[src/rtl/mul_sched_pkg.sv]
// rtl/mul_sched_pkg.sv - shared modes, states and defaults for the multiplier scheduler
package mul_sched_pkg;

    // Multiplier cm_i encodings
    localparam logic [1:0] MODE_SINGLE8 = 2'b00;
    localparam logic [1:0] MODE_PAR8    = 2'b01;
    localparam logic [1:0] MODE_MUL16   = 2'b10;
    localparam logic [1:0] MODE_RSVD    = 2'b11;

    // Default number of WAIT cycles before an operation is aborted
    localparam int TIMEOUT_DEFAULT = 64;

    // Scheduler sequencing states
    typedef enum logic [2:0] {
        IDLE  = 3'd0,
        CLEAR = 3'd1,
        START = 3'd2,
        WAIT  = 3'd3,
        RESP  = 3'd4
    } sched_state_e;

    // True when a mode value cannot be issued to the multiplier
    function automatic logic is_reserved(input logic [1:0] mode);
        return mode == MODE_RSVD;
    endfunction

endpackage

[src/rtl/mul_scheduler_rr_arbiter2.sv]
// rtl/mul_scheduler_rr_arbiter2.sv - two-input round-robin arbiter with accept-driven pointer
module rr_arbiter2 (
    input  logic       clk_i,
    input  logic       reset_i,
    input  logic [1:0] req_i,
    input  logic       accept_i,
    output logic [1:0] grant_o,
    output logic       grant_id_o
);

    // ptr_q names the requester that wins a tie; it moves away from whoever was last served
    logic ptr_q;
    logic ptr_d;

    // Grant the favoured requester if it asks, otherwise the other one
    always_comb begin
        grant_id_o = ptr_q;
        grant_o    = 2'b00;
        ptr_d      = ptr_q;
        if (!req_i[ptr_q]) begin
            grant_id_o = ~ptr_q;
        end
        if (|req_i) begin
            grant_o[grant_id_o] = 1'b1;
        end
        if (accept_i) begin
            ptr_d = ~grant_id_o;
        end
    end

    // Pointer register; reset favours requester 0
    always_ff @(posedge clk_i or posedge reset_i) begin
        if (reset_i) begin
            ptr_q <= 1'b0;
        end else begin
            ptr_q <= ptr_d;
        end
    end

endmodule

[src/rtl/mul_scheduler.sv]
// rtl/mul_scheduler.sv - round-robin sequencer sharing one multiplier between two requesters
module mul_scheduler
    import mul_sched_pkg::*;
#(
    parameter int DATA_W         = 16,
    parameter int TIMEOUT_CYCLES = TIMEOUT_DEFAULT,
    parameter int CNT_W          = 7
) (
    input  logic                  clk_i,
    input  logic                  reset_i,
    input  logic [1:0]            req_valid_i,
    output logic [1:0]            req_ready_o,
    input  logic [2*DATA_W-1:0]   req_a_i,
    input  logic [2*DATA_W-1:0]   req_b_i,
    input  logic [3:0]            req_mode_i,
    output logic                  rsp_valid_o,
    input  logic                  rsp_ready_i,
    output logic                  rsp_id_o,
    output logic [2*DATA_W-1:0]   rsp_data_o,
    output logic                  rsp_err_o,
    output logic [DATA_W-1:0]     mul_a_o,
    output logic [DATA_W-1:0]     mul_b_o,
    output logic [1:0]            mul_cm_o,
    output logic                  mul_enable_o,
    output logic                  mul_reset_no,
    input  logic [2*DATA_W-1:0]   mul_product_i,
    input  logic                  mul_data_valid_i,
    output logic                  busy_o
);

    localparam logic [CNT_W-1:0] TMO_LAST = CNT_W'(TIMEOUT_CYCLES - 1);

    sched_state_e state_q, state_d;
    logic [CNT_W-1:0]    cnt_q, cnt_d;
    logic [DATA_W-1:0]   a_q, a_d;
    logic [DATA_W-1:0]   b_q, b_d;
    logic [1:0]          cm_q, cm_d;
    logic                id_q, id_d;
    logic [2*DATA_W-1:0] data_q, data_d;
    logic                err_q, err_d;
    logic                enable_q, enable_d;
    logic                reset_n_q, reset_n_d;

    logic [1:0]          grant;
    logic                grant_id;
    logic                accept;
    logic [DATA_W-1:0]   sel_a;
    logic [DATA_W-1:0]   sel_b;
    logic [1:0]          sel_mode;

    rr_arbiter2 u_arb (
        .clk_i      (clk_i),
        .reset_i    (reset_i),
        .req_i      (req_valid_i),
        .accept_i   (accept),
        .grant_o    (grant),
        .grant_id_o (grant_id)
    );

    // Requests are only offered in IDLE; the arbiter grants only valid requesters
    always_comb begin
        req_ready_o = (state_q == IDLE) ? grant : 2'b00;
        accept      = (state_q == IDLE) && (|grant);
        sel_a       = grant_id ? req_a_i[DATA_W +: DATA_W] : req_a_i[0 +: DATA_W];
        sel_b       = grant_id ? req_b_i[DATA_W +: DATA_W] : req_b_i[0 +: DATA_W];
        sel_mode    = grant_id ? req_mode_i[3:2] : req_mode_i[1:0];
    end

    // Sequencing: accept, clear multiplier, start it, wait for product or timeout, respond
    always_comb begin
        state_d = state_q;
        cnt_d   = cnt_q;
        a_d     = a_q;
        b_d     = b_q;
        cm_d    = cm_q;
        id_d    = id_q;
        data_d  = data_q;
        err_d   = err_q;
        unique case (state_q)
            IDLE: begin
                if (accept) begin
                    a_d  = sel_a;
                    b_d  = sel_b;
                    cm_d = sel_mode;
                    id_d = grant_id;
                    if (is_reserved(sel_mode)) begin
                        err_d   = 1'b1;
                        data_d  = '0;
                        state_d = RESP;
                    end else begin
                        state_d = CLEAR;
                    end
                end
            end
            CLEAR: begin
                state_d = START;
            end
            START: begin
                cnt_d   = '0;
                state_d = WAIT;
            end
            WAIT: begin
                cnt_d = cnt_q + 1'b1;
                // A product arriving on the final WAIT cycle still beats the timeout
                if (mul_data_valid_i) begin
                    data_d  = mul_product_i;
                    err_d   = 1'b0;
                    state_d = RESP;
                end else if (cnt_q == TMO_LAST) begin
                    data_d  = '0;
                    err_d   = 1'b1;
                    state_d = RESP;
                end
            end
            RESP: begin
                if (rsp_ready_i) begin
                    state_d = IDLE;
                end
            end
            default: begin
                state_d = IDLE;
            end
        endcase
        // Multiplier controls are registered so they line up with the state they belong to
        enable_d  = (state_d == START);
        reset_n_d = (state_d != CLEAR);
    end

    // State and datapath registers; reset holds the multiplier in reset
    always_ff @(posedge clk_i or posedge reset_i) begin
        if (reset_i) begin
            state_q   <= IDLE;
            cnt_q     <= '0;
            a_q       <= '0;
            b_q       <= '0;
            cm_q      <= '0;
            id_q      <= 1'b0;
            data_q    <= '0;
            err_q     <= 1'b0;
            enable_q  <= 1'b0;
            reset_n_q <= 1'b0;
        end else begin
            state_q   <= state_d;
            cnt_q     <= cnt_d;
            a_q       <= a_d;
            b_q       <= b_d;
            cm_q      <= cm_d;
            id_q      <= id_d;
            data_q    <= data_d;
            err_q     <= err_d;
            enable_q  <= enable_d;
            reset_n_q <= reset_n_d;
        end
    end

    // Output mapping
    always_comb begin
        rsp_valid_o  = (state_q == RESP);
        busy_o       = (state_q != IDLE);
        rsp_id_o     = id_q;
        rsp_data_o   = data_q;
        rsp_err_o    = err_q;
        mul_a_o      = a_q;
        mul_b_o      = b_q;
        mul_cm_o     = cm_q;
        mul_enable_o = enable_q;
        mul_reset_no = reset_n_q;
    end

endmodule
[config.mk]
export PLATFORM = sky130hd
export DESIGN_NAME = mul_scheduler
export DESIGN_NICKNAME = d
export VERILOG_FILES = /design/src/rtl/mul_sched_pkg.sv /design/src/rtl/mul_scheduler_rr_arbiter2.sv /design/src/rtl/mul_scheduler.sv
export SDC_FILE = /design/constraint.sdc
export NUM_CORES = 1
export LEC_CHECK = 0
export CORE_MARGIN = 5
export CORE_UTILIZATION = 36
export CTS_CLUSTER_DIAMETER = 50
export DETAILED_ROUTE_END_ITERATION = 7
export GPL_ROUTABILITY_DRIVEN = 0
export PLACE_DENSITY = 0.77
export SETUP_SLACK_MARGIN = 0.2
export SLEW_MARGIN = 20
export SYNTH_ARGS = -nofsm -noshare
export SYNTH_HDL_FRONTEND = slang
export SYNTH_SLANG_ARGS = --single-unit
[constraint.sdc]
create_clock -name clk_i -period 2.5 [get_ports clk_i]
set_input_delay 0.5 -clock clk_i [delete_from_list [all_inputs] [get_ports clk_i]]
set_output_delay 0.5 -clock clk_i [all_outputs]
set_load 0.02 [all_outputs]
Word-level counts from Yosys, hierarchy flattened

Index checks and enable logic that the tools add are counted.

$lt $le $gt $ge: 3
Bitwise operators: 2
Reduce and logical (&&, ||, !) cells: 10
$add $sub $neg: 1
Muxes and demuxes: 27
Eq/ne operators: 11

Operators with widths:

| cell                | number |
|---|---|
| $mux 32             | 4 |
| $pmux 32 s2         | 1 |
| $mux 16             | 2 |
| $mux 3              | 5 |
| $pmux 3 s5          | 1 |
| $pmux 7 s2          | 1 |
| $eq 3x2->1 const B  | 3 |
| $mux 1              | 8 |
| $add 7x1->7 const B | 1 |
| $eq 7x6->1 const B  | 1 |
| $mux 2              | 3 |
| $lt 1x2->1 const B  | 2 |
| $reduce_and 4->1    | 1 |
| $reduce_bool 2->1   | 2 |
| $reduce_or 2->1     | 2 |
| $eq 3x1->1 const B  | 1 |
| $eq 3x3->1 const B  | 1 |
| $logic_not 3->1     | 1 |
| $ne 3x1->1 const B  | 1 |
| $ne 3x3->1 const B  | 1 |
| $reduce_bool 3->1   | 1 |
| $eq 2x2->1 const B  | 1 |
| $logic_and 1x1->1   | 2 |
| $ne 2x1->1 const B  | 1 |
| other kinds (6)     | 7 |

Bits in registers: 81
Input bits: 106
Logic and storage cells: 65
Output and inout bits: 74

Logic depth before layout (Yosys ltp)

Word-level depth: 13
Gate-level depth with buffers: 7
Gate-level depth less buffers: 5

By module

Synthesis repeated with hierarchy kept, for this count alone.

Cell total of the unflattened synthesis: 380
Area total of the unflattened synthesis: 3920.0 µm²

Modules (own cells, without submodules):

| module        | seq. area each (µm²) | cells each | times used | area an instance (µm²) |
|---|---|---|---|---|
| mul_scheduler | 2001.9               | 371        | 1          | 3849.9 |
| rr_arbiter2   | 25.0                 | 9          | 1          | 70.1 |

Worst setup path after synthesis

No wires, ideal clock.

Kind: reg2out
Start point: register state_q[2]
End point: output req_ready_o[0]
Slack: 0.315 ns
Path buffers: 2
Required time: 2.000 ns
Data arrival time: 1.685 ns
Cell stages (with the launch flop): 6
Cell sequence: dfrtp_1 or3_4 o21bai_4 buf_6 clkbuf_1 a21oi_1

Longest elaborated chain between the ends: 2

RTL lines:

| what                   | RTL line             | text |
|---|---|---|
| from (decl)            | mul_scheduler.sv:33  | `sched_state_e state_q, state_d;` |
| from (signal assigned) | mul_scheduler.sv:143 | `state_q <= state_d;` |
| $logic_not 3->1        | mul_scheduler.sv:62  | `req_ready_o = (state_q == IDLE) ? grant : 2'b00;` |
| $mux 2                 | mul_scheduler.sv:62  |  |
| to (decl)              | mul_scheduler.sv:12  | `output logic [1:0] req_ready_o,` |

Every way passes these cells.

Worst setup path in the final report

Start point: register state_q[2]
End point: output busy_o

Longest elaborated chain between the ends: 1

RTL lines:

| what              | RTL line             | text |
|---|---|---|
| $reduce_bool 3->1 | mul_scheduler.sv:159 | `busy_o = (state_q != IDLE);` |
| to (decl)         | mul_scheduler.sv:28  | `output logic busy_o` |

Every way passes these cells.

==> impl_metrics.toml <==
[timing]
maxSlewHeadroom_pct = 62.7
setup_violations = 0
tightest_slew_ns = 0.559
rsz0062_at_grt = "false"
fin_skew_ns = 0.0131
drv_slew = 0
period_needed_ns = 2.21
finalCritPeriodShare_pct = 88.6
timing.hold.ws_ns = 0.468
fmax_mhz = 452
hold_viol_final = 0

[grt]
grt_max_degree = 53
grt_util_met1_pct = 19.3
grt-ovfl-total = 0
antenna_found_initial = 0
busiest_layer = "met2"
grt_pass1_vias = 3236
grt_util_all_layers_pct = 17.0
grtUsageMet3_pct = 6.69
grt_pass1_wl_um = 15900
grt_util_met2_pct = 29.4

[synth]
yosysMostFrequentCell = "dfrtp_1"
yosys-top-cells-count = "81 x dfrtp_1, 45 x nand2_1, 42 x o21ai_0"
synth_area_leaders = "dfrtp_1 58%, mux2i_1 10%, a32o_1 9.2%, o21ai_0 6.0%, nand2_1 4.9%"
ys_warn_count = 0
async_flop_share_pct = 100
synth_ff_type = "dfrtp_1"
syn_avg_cell_area_um2 = 11.5
synth_cell_type_count = 30
yosys.area.top_type_share_pct = 58.3
synth-edff-count = 0
seq_area_frac_synth_pct = 58.3
syn_nets = 409
syn_area_um2 = 3470
synth_top_area_cell = "dfrtp_1"
synthCells = 302
ys_ff_latch = 81

[final_layout]
multiInputGateArea_um2 = 1300
nNetsFinal = 587
regArea_um2 = 2030
drive_gt1_share_pct = 7.63
nFillCells = 824
synthToLayoutAreaGrowth_pct = 62.3
utilization_pct = 60.5
n_antenna_cell = 0

[setup_path]
cp_slowest_stage_delay_ns = 0.55
cp-start-kind = "flop"
cp_top_family = "buffers and inverters"
critPathMaxFanout = 5
crit_arrival_ns = 1.71
crit_buf_inv = 1
crit_path_end_kind = "output pin"
cp_slowest_cell = "clkdlybuf4s50_1"
cp_cell_sequence = "or3_4, clkdlybuf4s50_1"
setup.worst_path.class = "flop to output pin"
required_ns = 2.00

[cts]
cts-buffers-inserted = 9
htreeDepth = 3
cts_resized = 7
clockBufferDepth = 2
cts_root_buffer = "clkbuf_8"
hold_buffers = 0
cts_sinks = 81
clkLatencyLatePin_ns = 0.35
cts_tree = "done"
cts_setup_buffers = 0
clkSlewWorstSetupHoldPaths_ns = 0.09

[floorplan]
io_pins = 180
fp.dieH_um = 108
initial_core_util_pct = 37.3
die_x_um = 108
die_area_um2 = 11700
row_count = 35
fp.coreArea_um2 = 9330

[route]
drtAntennaViolNets = 0
wl_per_cell_um = 16.0
drc = 0
drt_wl_total_um = 9830
vias = 3035
via_per_inst = 4.94
drt_pre_antenna_iters = 4
drt-initial-drc-count = 75

[power]
leakage_nw = 2.44
powerDensity_nw_per_um2 = 1160
ir_drop_v = 0.000624

[placement]
dp_hpwl_um = 7590
port_buffers = 179

[run]
cap_violations = 0

[status]
status = "finished clean"

[worst_hold_path]
hp-class = "primary input to async pin"
==> through the flow <==
step	std cells	setup slack [ns]	cell area, um^2	TNS (ns)	power (mW)
global placement	598	0.0588	5430	0	5.54
finish	614	0.285	5640	0	6.56
detailed placement	598	-0.0251	5430	-0.0251	5.64
floorplan	302	0.315	3480	0	4.05
CTS	614	0.204	5640	0	6.66
global route	614	0.206	5640	0	7.02
==> cell type report <==
cell class	instances	share of cell area (%)
repair buffers	191	33.9
flip-flops and latches	81	36.0
clock buffers	11	2.68
clock inverters	5	1.07
inverters	6	0.466
well taps	129	2.86
multi-input cells	191	23.0
==> cells in the final DEF (no fill, tap or decap), types with 2 or more instances in the layout <==
cell type / Yosys / routed
mux2i_1: 35 / 35
clkbuf_8: 0 / 11
a32o_1: 32 / 32
nor3_1: 2 / 2
dfrtp_1: 81 / 80
buf_12: 0 / 3
o21ai_0: 42 / 42
clkinvlp_4: 0 / 2
inv_6: 0 / 2
buf_4: 0 / 10
clkdlybuf4s50_1: 0 / 176
nand2_1: 45 / 44
nor2_1: 6 / 5
nand3_1: 3 / 3
inv_1: 6 / 5
nand2b_1: 4 / 4
a21oi_1: 4 / 4
a21o_1: 3 / 3
==> state kept, by name (all words and copies together) (netlist names), 2 cells and up <==
| register | count |
|---|---|
| mul_cm_o | 2 |
| mul_b_o | 16 |
| rsp_data_o | 32 |
| mul_a_o | 16 |
| state_q | 3 |
| cnt_q | 7 |
==> report_power, final <==
group	switching (mW)	internal [mW]
combinational	1.73	1.64
sequential	0.313	1.88
clock	0.472	0.522
total	2.51	4.04
==> path summary, 6_finish.rpt <==
kind | start | end | slack, ns | cells past startpoint
setup / recovery | state_q[2] | busy_o | 0.29 | 2
hold / removal | reset_i | mul_b_o[12] | 0.47 | 2
setup reg to reg | state_q[2] | rsp_data_o[14] | 0.51 | 6
hold reg to reg | mul_cm_o[1] | mul_cm_o[1] | 0.48 | 2
max in group asynchronous | reset_i | rsp_data_o[6] | 1.50 | 3
min in group clk_i | mul_cm_o[1] | mul_cm_o[1] | 0.48 | 2
==> cell families (layout without fill, tap and decap cells) <==
logic type      after synthesis  count (layout)  share of synthesized area, %
compound gates               89              89                          18.5
flops                        81              81                          58.3
simple gates                 66              66                          8.21
mux                          35              35                          10.1
buf+inv                      30             213                          4.46
fa+ha+maj                     1               1                         0.360
==> layer usage <==
metal  routed length (um)  share of wire, %  vias to the layer above
met5                    0                 0                        -
met4                  167               1.7                        0
met3                  973               9.9                       14
met2                 4800                49                      119
met1                 3890                40                     1446
li1                     -                 -                     1456
Power figures use the tool's default switching activity.
